`src/rtl/merger_pkg.sv`:
```
// Shared types for the merge-pass leaf refill logic: pass FSM states and beat geometry.
package merger_pkg;

  typedef enum logic [1:0] {
    ST_IDLE  = 2'd0,
    ST_RUN   = 2'd1,
    ST_DRAIN = 2'd2,
    ST_DONE  = 2'd3
  } merger_state_e;

  localparam int BEAT_BYTES_DEFAULT = 16;

  function automatic logic [31:0] sat_inc32(input logic [31:0] v);
    return (v == 32'hFFFF_FFFF) ? v : v + 32'd1;
  endfunction

endpackage

```
`src/rtl/rr_arbiter.sv`:
```
// Round-robin arbiter: the first requester strictly after ptr (wrapping) wins.
module rr_arbiter #(
  parameter  int N  = 4,
  localparam int PW = $clog2(N)
) (
  input  logic [N-1:0]  req,
  input  logic [PW-1:0] ptr,
  output logic [N-1:0]  grant,
  output logic          valid
);

  // Scan from ptr+1 around to ptr, latching the first hit
  always_comb begin
    logic [PW-1:0] idx_v;
    logic          hit_v;
    grant = '0;
    valid = 1'b0;
    idx_v = '0;
    hit_v = 1'b0;
    for (int i = 1; i <= N; i++) begin
      idx_v        = PW'((int'(ptr) + i) % N);
      hit_v        = req[idx_v] & ~valid;
      grant[idx_v] = grant[idx_v] | hit_v;
      valid        = valid | hit_v;
    end
  end

endmodule

```
`src/rtl/leaf_refill_scheduler.sv`:
```
// Issues credit-limited beat reads that keep merger-tree leaf FIFOs topped up during a merge pass.
// Define LEAF_REFILL_STATS_EN to build the stall/request statistics counters.
module leaf_refill_scheduler
  import merger_pkg::*;
#(
  parameter  int NUM_LEAVES = 4,
  parameter  int FIFO_DEPTH = 8,
  parameter  int ADDR_WIDTH = 32,
  parameter  int LEN_WIDTH  = 32,
  parameter  int BEAT_BYTES = BEAT_BYTES_DEFAULT,
  localparam int TW = $clog2(NUM_LEAVES),
  localparam int CW = $clog2(FIFO_DEPTH + 1),
  localparam int OW = $clog2(NUM_LEAVES * FIFO_DEPTH + 1)
) (
  input  logic                             i_clk,
  input  logic                             i_rst_n,
  input  logic                             i_start,
  input  logic [NUM_LEAVES*ADDR_WIDTH-1:0] i_run_base,
  input  logic [NUM_LEAVES*LEN_WIDTH-1:0]  i_run_len,
  output logic                             o_rd_req_valid,
  input  logic                             i_rd_req_ready,
  output logic [ADDR_WIDTH-1:0]            o_rd_req_addr,
  output logic [TW-1:0]                    o_rd_req_tag,
  input  logic                             i_rd_resp_valid,
  input  logic [TW-1:0]                    i_rd_resp_tag,
  output logic [NUM_LEAVES-1:0]            o_leaf_enq,
  input  logic [NUM_LEAVES-1:0]            i_leaf_deq,
  output logic                             o_busy,
  output logic                             o_done,
  output logic [31:0]                      o_stall_cycles,
  output logic [31:0]                      o_req_count
);

  merger_state_e         state_r, state_s;
  logic [ADDR_WIDTH-1:0] addr_r   [NUM_LEAVES];
  logic [LEN_WIDTH-1:0]  rem_r    [NUM_LEAVES];
  logic [CW-1:0]         credit_r [NUM_LEAVES];
  logic [OW-1:0]         outst_r;
  logic [TW-1:0]         ptr_r, lock_tag_r, grant_idx_s, sel_idx_s;
  logic                  lock_r;
  logic [NUM_LEAVES-1:0] elig_s, grant_s, take_s;
  logic                  grant_valid_s, all_zero_s, req_valid_s, accept_s, resp_s, load_s;

  // Leaf eligibility and end-of-data summary
  always_comb begin
    elig_s     = '0;
    all_zero_s = 1'b1;
    for (int k = 0; k < NUM_LEAVES; k++) begin
      elig_s[k]  = (rem_r[k] != '0) && (credit_r[k] != '0);
      all_zero_s = all_zero_s & (rem_r[k] == '0);
    end
  end

  rr_arbiter #(.N(NUM_LEAVES)) u_rr_arbiter (
    .req   (elig_s),
    .ptr   (ptr_r),
    .grant (grant_s),
    .valid (grant_valid_s)
  );

  // A stalled request keeps its leaf so late credit returns cannot re-steer it
  always_comb begin
    grant_idx_s = '0;
    for (int k = 0; k < NUM_LEAVES; k++) begin
      grant_idx_s = grant_idx_s | (grant_s[k] ? TW'(k) : '0);
    end
    sel_idx_s   = lock_r ? lock_tag_r : grant_idx_s;
    req_valid_s = (state_r == ST_RUN) && (lock_r || grant_valid_s);
    accept_s    = req_valid_s && i_rd_req_ready;
    resp_s      = i_rd_resp_valid && ((state_r == ST_RUN) || (state_r == ST_DRAIN));
    load_s      = (state_r == ST_IDLE) && i_start;
    for (int k = 0; k < NUM_LEAVES; k++) begin
      take_s[k] = accept_s && (sel_idx_s == TW'(k));
    end
  end

  // Response tag decode to leaf FIFO write strobe; deliberately ungated by reset or state
  always_comb begin
    o_leaf_enq = '0;
    for (int k = 0; k < NUM_LEAVES; k++) begin
      o_leaf_enq[k] = i_rd_resp_valid && (i_rd_resp_tag == TW'(k));
    end
  end

  assign o_rd_req_valid = req_valid_s;
  assign o_rd_req_addr  = addr_r[sel_idx_s];
  assign o_rd_req_tag   = sel_idx_s;
  assign o_busy         = (state_r == ST_RUN) || (state_r == ST_DRAIN);
  assign o_done         = (state_r == ST_DONE);

  // Pass sequencing
  always_comb begin
    state_s = state_r;
    case (state_r)
      ST_IDLE:  if (i_start) state_s = ST_RUN; else state_s = ST_IDLE;
      ST_RUN:   if (all_zero_s) state_s = ST_DRAIN; else state_s = ST_RUN;
      ST_DRAIN: if (outst_r == '0) state_s = ST_DONE; else state_s = ST_DRAIN;
      ST_DONE:  state_s = ST_IDLE;
      default:  state_s = ST_IDLE;
    endcase
  end

  // Control state, round-robin pointer and stall lock
  always_ff @(posedge i_clk) begin
    if (!i_rst_n) begin
      state_r    <= ST_IDLE;
      ptr_r      <= '0;
      lock_r     <= 1'b0;
      lock_tag_r <= '0;
    end else begin
      state_r    <= state_s;
      lock_r     <= req_valid_s && !i_rd_req_ready;
      lock_tag_r <= sel_idx_s;
      if (load_s) begin
        ptr_r <= TW'(NUM_LEAVES - 1);
      end else if (accept_s) begin
        ptr_r <= sel_idx_s;
      end
    end
  end

  // Per-leaf address, remaining length and FIFO credit
  always_ff @(posedge i_clk) begin
    for (int k = 0; k < NUM_LEAVES; k++) begin
      if (!i_rst_n) begin
        addr_r[k]   <= '0;
        rem_r[k]    <= '0;
        credit_r[k] <= '0;
      end else if (load_s) begin
        addr_r[k]   <= i_run_base[k*ADDR_WIDTH +: ADDR_WIDTH];
        rem_r[k]    <= i_run_len[k*LEN_WIDTH +: LEN_WIDTH];
        credit_r[k] <= CW'(FIFO_DEPTH);
      end else begin
        if (take_s[k]) begin
          addr_r[k] <= addr_r[k] + ADDR_WIDTH'(BEAT_BYTES);
          rem_r[k]  <= rem_r[k] - LEN_WIDTH'(1);
        end
        if (take_s[k] && !i_leaf_deq[k]) begin
          credit_r[k] <= credit_r[k] - CW'(1);
        end else if (!take_s[k] && i_leaf_deq[k] && (credit_r[k] != CW'(FIFO_DEPTH))) begin
          credit_r[k] <= credit_r[k] + CW'(1);
        end
      end
    end
  end

  // Reads in flight; responses outside an active pass are stale and ignored
  always_ff @(posedge i_clk) begin
    if (!i_rst_n) begin
      outst_r <= '0;
    end else if (accept_s && !resp_s) begin
      outst_r <= outst_r + OW'(1);
    end else if (resp_s && !accept_s && (outst_r != '0)) begin
      outst_r <= outst_r - OW'(1);
    end
  end

`ifdef LEAF_REFILL_STATS_EN
  logic [31:0] stall_cnt_r, req_cnt_r;

  // Pass statistics, restarted by each accepted start
  always_ff @(posedge i_clk) begin
    if (!i_rst_n) begin
      stall_cnt_r <= 32'd0;
      req_cnt_r   <= 32'd0;
    end else if (load_s) begin
      stall_cnt_r <= 32'd0;
      req_cnt_r   <= 32'd0;
    end else begin
      if (req_valid_s && !i_rd_req_ready) stall_cnt_r <= sat_inc32(stall_cnt_r);
      if (accept_s) req_cnt_r <= sat_inc32(req_cnt_r);
    end
  end

  assign o_stall_cycles = stall_cnt_r;
  assign o_req_count    = req_cnt_r;
`else
  assign o_stall_cycles = 32'd0;
  assign o_req_count    = 32'd0;
`endif

endmodule

```
`config.mk`:
```
export PLATFORM = sky130hd
export DESIGN_NAME = leaf_refill_scheduler
export DESIGN_NICKNAME = d
export VERILOG_FILES = /design/src/rtl/merger_pkg.sv /design/src/rtl/rr_arbiter.sv /design/src/rtl/leaf_refill_scheduler.sv
export SDC_FILE = /design/constraint.sdc
export NUM_CORES = 1
export LEC_CHECK = 0
export ABC_AREA = 0
export CAP_MARGIN = 30
export CELL_PAD_IN_SITES_DETAIL_PLACEMENT = 0
export CELL_PAD_IN_SITES_GLOBAL_PLACEMENT = 2
export CORE_MARGIN = 1
export CORE_UTILIZATION = 40
export DETAILED_ROUTE_END_ITERATION = 10
export DONT_BUFFER_PORTS = 1
export PLACE_DENSITY_LB_ADDON = 0.2
export SYNTH_ARGS = -nofsm -noshare
export SYNTH_HDL_FRONTEND = slang
export SYNTH_SLANG_ARGS = --single-unit
```
`constraint.sdc`:
```
create_clock -name i_clk -period 10.15 [get_ports i_clk]
set_clock_uncertainty 0.2 [all_clocks]
set_input_delay 1.015 -clock i_clk [delete_from_list [all_inputs] [get_ports i_clk]]
set_output_delay 1.015 -clock i_clk [all_outputs]
set_load 0.02 [all_outputs]
```
==> summary.txt, run 1 <==
status: finished clean
Post-Syn Instances: 1985
largest net degree at the start of global routing: 91
placed insts: 2507
max-slew violations: 0
final instance count without filler cells: 2578
hold-fix buffers at CTS: 0
multi-input logic area: 9380 µm²
crit-path leading delay family: simple AND/OR/NAND/NOR gates
DIE HEIGHT: 217 µm
DR vias: 14600
final worst-path cycle share: 0.806
CTS Root Buffer Type: clkbuf_16
register bit total from synthesis: 285
Rel. slew slack: 0.339
Synth area leader: edfxtp_1
min Tclk post-route: 8.18 ns
CTS tree: built
ys flop type: edfxtp_1
Hold Fails Final Rpt: 0
clock sink total: 285
Initial Util: 0.407
DP Wirelength: 43000 µm
Yosys warning count: 0
top cells by area, synth: edfxtp_1, nand2_1, xnor2_1, o21ai_0, xor2_1
crit end category: output port
Routed Antenna Nets: 0
Static Leakage: 7.22 nW
sequential share of the synthesized area: 0.454
Remaining DRCs: 0
DR pass1 iterations: 6
critical path type: reg2out
top cells by count, synth: nand2_1, edfxtp_1, o21ai_0
filler cell count: 4435
TNS Setup: 0 ns
power per cell area: 210 nW/µm²
worst vdd ir: 0.000130 V
fin util: 0.439
Synth top area share: 0.440
worst endpoint required time: 8.94 ns
drt total wl: 59000 µm
Avg Cell Area, Syn: 9.35 µm²
Worst-Margin Slew: 0.991 ns
die area: 47300 µm²
Vias per Instance: 5.67
TritonCTS buffer count: 37
antenna violations before repair: 13
Worst-path clk slew: 0.05 ns
max capacitance violation total: 0
first-pass GRT wire length: 88400 µm
worst hold slack: 0.324 ns
All-Layer GR Usage: 0.246
input/output buffers: 0
IO Pins: 372
Clock H-tree levels: 2
CP max stage delay: 0.78 ns
Final GP Congestion: 0.867
area grow syn2layout: 7.68%
First DRT Iteration DRCs: 1238
Site Rows: 78
fin nets: 2246
core area: 45600 µm²
Max FO, Critical Path: 62
Post-synth EDFFs: 272
PnR Total Power: 4.21 mW
GRT overflow: 0
crit path cell chain: or4_1 > nand4b_1 > or4b_1 > a221oi_4 > nor2_1 > or4_4 > a41oi_1 > o21ai_1 > a31oi_1 > o21ai_4 > buf_4 > inv_2 > buf_4 > nand2_1 > and3_1 > a31oi_1
post-CTS resize count: 0
flop2flop setup slack: 2.92 ns
vias in the first global route: 14300
drt wl/cell: 22.9 µm
mapped cell area: 18600 µm²
Synth async-reset ratio: 0
worst skew pair latency: 0.55 ns
die width: 217 µm
worst hold path type: reg2reg
layout cells sized above 1: 0.0492
FF/Latch Area: 8430 µm²
CTS max path bufs: 3
most frequent cell after synthesis: nand2_1
RSZ-0062 raised after global routing: false
post-synth cell types: 86
setup violators final: 0
Critical Path AT: 6.97 ns
CP startpoint kind: flop
Buf/Inv on CP: 3
FMAX: 0.122 GHz
CP max-delay cell: or4b_1
Post-CTS Setup Inserts: 0
[final cells by class]
cell class	instances	area share
Inverter	47	0.00889
Antenna cell	7	0.000876
Sequential cell	285	0.422
Timing Repair Buffer	16	0.00601
Tap cell	600	0.0375
Clock buffer	46	0.0501
Multi-Input combinational cell	1559	0.469
Clock inverter	18	0.00576
[worst reg2reg max path, cell delays in order (launching register included)]
cell and delay [ns]:
edfxtp_1 0.42, or4_1 0.67, nand4b_1 0.23, or4b_1 0.78, a221oi_4 0.52, nor2_1 0.21, or4_4 0.55, a41oi_1 0.28
o21ai_1 0.17, a31oi_1 0.30, o22ai_2 0.10, buf_4 0.26, clkinv_2 0.62, nand3_4 0.78, or2_2 0.63, nand3_1 0.20
[through the flow]
step                      instance area [µm²]  setup WS [ns]
after floorplan                         18800          0.773
after global placement                  18900           2.71
after detailed placement                18900           2.61
after CTS                               20000           2.00
after global routing                    20000           1.50
final                                   20000           1.97
[routing by layer]
layer,up-vias,routed length (µm),track usage
li1,6950,-,-
met1,7086,25400,0.326
met2,475,27400,0.393
met3,96,4090,0.0503
met4,12,1970,0.0955
met5,-,73,0
[final timing paths]
check,start,end,cells after the start
worst max-delay path,rem_r[0][14],o_rd_req_addr[22],16
worst min-delay path,outst_r[5],outst_r[5],2
worst max register to register,rem_r[0][14],credit_r[2][3],15
worst min register to register,outst_r[5],outst_r[5],2
[sequential cells by signal, indices dropped and copies added, names as in the netlist, named ones only]
| register | cells |
|---|---|
| lock_tag_r | 2 |
| lock_r | 1 |
| credit_r | 16 |
| state_r | 1 |
| outst_r | 6 |
| rem_r | 128 |
| ptr_r | 2 |
| addr_r | 128 |
[power by group]
part	internal [mW]	switching, mW	total, mW
sequential	1.45	0.150	1.60
combinational	0.385	0.960	1.34
clock	0.725	0.532	1.26
total	2.56	1.64	4.21
[cell families after synthesis]
| kind of cell | synth area share |
|---|---|
| other cells | 0.000202 |
| buf+inv | 0.0559 |
| xor+xnor | 0.105 |
| mux | 0.00822 |
| flops | 0.454 |
| simple gates | 0.212 |
| fa+ha+maj | 0.0226 |
| compound gates | 0.142 |
[placed cells by master, fill, tap and decap left out, types with 7 or more instances in the layout]
cell	count
nand2_1	381
edfxtp_1	272
o21ai_0	177
xnor2_1	132
nor2_1	110
xor2_1	91
and3_1	69
conb_1	64
nand3_1	60
a22o_1	60
inv_1	44
nor3_1	43
clkbuf_16	39
nor4_1	38
a21oi_1	35
ha_1	32
a31oi_1	30
and2_1	23
or4_1	16
buf_4	16
a211oi_1	14
a21o_1	14
mux2i_1	13
dfxtp_1	13
or3_1	10
nand4_1	10
clkinv_1	10
nor3b_1	9
diode_2	7
nand2b_1	7
o21ai_1	7
clkbuf_1	7
Note: power is estimated with default switching activity, not from simulation.
==> run 2, diff against run 1 <==
--- a/config.mk
+++ b/config.mk
@@ -10,7 +10,7 @@
 export CELL_PAD_IN_SITES_DETAIL_PLACEMENT = 0
 export CELL_PAD_IN_SITES_GLOBAL_PLACEMENT = 2
 export CORE_MARGIN = 1
-export CORE_UTILIZATION = 40
+export CORE_UTILIZATION = 36
 export DETAILED_ROUTE_END_ITERATION = 10
 export DONT_BUFFER_PORTS = 1
 export PLACE_DENSITY_LB_ADDON = 0.2
==> constraint.sdc (replaced) <==
create_clock -name i_clk -period 6.8 [get_ports i_clk]
set_clock_uncertainty 0.2 [all_clocks]
set_input_delay 0.68 -clock i_clk [delete_from_list [all_inputs] [get_ports i_clk]]
set_output_delay 0.68 -clock i_clk [all_outputs]
set_load 0.02 [all_outputs]
==> summary.txt, run 2 (synthesis gave the netlist of run 1 again) <==
drt total wl: 59400 µm (+0.80%)
worst endpoint required time: 5.92 ns (-3.02 ns)
TritonCTS buffer count: 37 (unchanged)
placed insts: 2622 (+4.6%)
Hold Fails Final Rpt: 0 (unchanged)
TNS Setup: 0 ns (unchanged)
Site Rows: 82 (+5.1%)
IO Pins: 372 (unchanged)
CTS Root Buffer Type: clkbuf_16
power per cell area: 325 nW/µm² (+54%)
DR vias: 14800 (+1.1%)
DR pass1 iterations: 5 (-1)
All-Layer GR Usage: 0.222 (-0.0242)
die width: 229 µm (+5.4%)
Routed Antenna Nets: 0 (unchanged)
final worst-path cycle share: 0.967
area grow syn2layout: 11.0%
worst skew pair latency: 0.55 ns (about the same)
Static Leakage: 7.51 nW (+4.0%)
fin nets: 2293 (+2.1%)
CTS tree: built
Final GP Congestion: 0.883 (+1.8%)
Remaining DRCs: 0 (unchanged)
Rel. slew slack: 0.381 (+0.0416)
max-slew violations: 0 (unchanged)
status: finished clean
max capacitance violation total: 0 (unchanged)
DIE HEIGHT: 229 µm (+5.4%)
worst vdd ir: 0.000243 V (+87%)
critical path type: reg2out
Vias per Instance: 5.49 (-3.2%)
RSZ-0062 raised after global routing: false
Max FO, Critical Path: 30 (-52%)
clock sink total: 285 (unchanged)
Worst-path clk slew: 0.06 ns (about the same)
largest net degree at the start of global routing: 206 (+130%)
final instance count without filler cells: 2693 (+4.5%)
vias in the first global route: 14400 (+0.87%)
drt wl/cell: 22.1 µm (-3.5%)
Largest regs: addr_r: 128 flops, rem_r: 128 flops, credit_r: 16 flops
FMAX: 0.152 GHz
Critical Path AT: 5.70 ns (-1.27 ns)
most common cell after layout, fill and taps aside: nand2_1
setup violators final: 0 (unchanged)
GRT overflow: 0 (unchanged)
layout cells sized above 1: 0.0752 (+0.0260)
first-pass GRT wire length: 89500 µm (+1.2%)
worst hold path type: in2reg
crit end category: output port
input/output buffers: 0 (unchanged)
CTS max path bufs: 3 (unchanged)
die area: 52500 µm² (+11%)
min Tclk post-route: 6.58 ns
Worst-Margin Slew: 0.928 ns (-0.0624 ns)
First DRT Iteration DRCs: 1037 (-16%)
DP Wirelength: 43700 µm (+1.6%)
Initial Util: 0.368 (-0.0396)
antenna violations before repair: 7 (-6)
Clock H-tree levels: 2 (unchanged)
core area: 50500 µm² (+11%)
most frequent cells in the layout: nand2_1, edfxtp_1, o21ai_0
CP startpoint kind: flop
-- run 2: changes by cell type in the layout (fill, tap and decap cells not counted), moves of 2 or more --
cell / before / now
a211oi_1: 14 / 12
diode_2: 7 / 1
buf_4: 16 / 52
clkinvlp_4: 0 / 2
a31oi_2: 1 / 5
a31oi_1: 30 / 26
clkinv_1: 10 / 6
clkbuf_16: 39 / 37
buf_12: 0 / 8
a211oi_2: 0 / 2
clkbuf_1: 7 / 12
-- run 2: worst paths after layout --
check | start | endpoint | slack (ns) | depth (start not counted)
max | rem_r[2][14] | o_rd_req_addr[5] | 0.22 | 16
min | i_start | state_r[0] | 0.10 | 2
max reg2reg | rem_r[2][14] | rem_r[2][19] | 0.87 | 14
min reg2reg | outst_r[4] | outst_r[4] | 0.33 | 2
-- run 2: what timing repair did --
action | in CTS | in global routing
pin swaps | 1 | 1
endpoints found under the hold margin | 1 | 0
buffers inserted | 1 | 1
gates cloned | 1 | 0
endpoints found under the setup margin | 32 | 29
resized for setup | 6 | 7
hold buffers | 1 | 0
-- run 2: report_power, final --
part | switching, mW | leakage [nW] | total [mW] | internal [mW]
logic | 1.52 | 3.90 | 2.43 | 0.902
registers | 0.230 | 3.07 | 2.40 | 2.17
clock network | 0.793 | 0.539 | 1.88 | 1.08
-- run 2: layout make-up --
| type | count | area, µm² |
|---|---|---|
| clock buffers | 49 | 971 |
| multi-input cells | 1559 | 9440 |
| repair buffers | 63 | 608 |
| fillers | 5074 | 29900 |
| diodes | 1 | 2.50 |
| well taps | 672 | 841 |
| flip-flops and latches | 285 | 8430 |
| inverters | 47 | 180 |
| clock inverters | 17 | 141 |
-- run 2: routing by layer --
metal	part of all wire	GRT usage	up-vias
met1	0.44	0.295	7254
met3	0.055	0.0416	81
met5	0.0015	0	-
met2	0.48	0.368	398
li1	-	-	7036
met4	0.020	0.0577	14
-- run 2: worst max-delay path, stage by stage (launching register included) --
cell	delay (ns)
edfxtp_1	0.44
or4_1	0.64
or4_4	0.56
o31a_1	0.38
a221oi_4	0.37
nor2_1	0.16
or4_4	0.53
o211a_1	0.16
nand4bb_4	0.26
a31oi_2	0.30
o21ai_4	0.10
inv_4	0.21
buf_12	0.24
nand2_1	0.08
and3_1	0.16
a31oi_1	0.31
buf_4	0.22
-- run 2: per-stage QoR --
stage	total power, mW	setup slack [ns]	cell area [µm²]	hold slack (ns)	util
floorplan	3.92	0.425	18800	0.275	-
CTS	6.72	0.00866	20600	0.0688	0.407
global placement	4.74	0.327	19400	0.305	0.384
detailed placement	4.75	0.294	19400	0.321	0.384
finish	6.70	0.223	20600	0.101	0.408
global route	7.01	0.0133	20600	0.0937	0.408
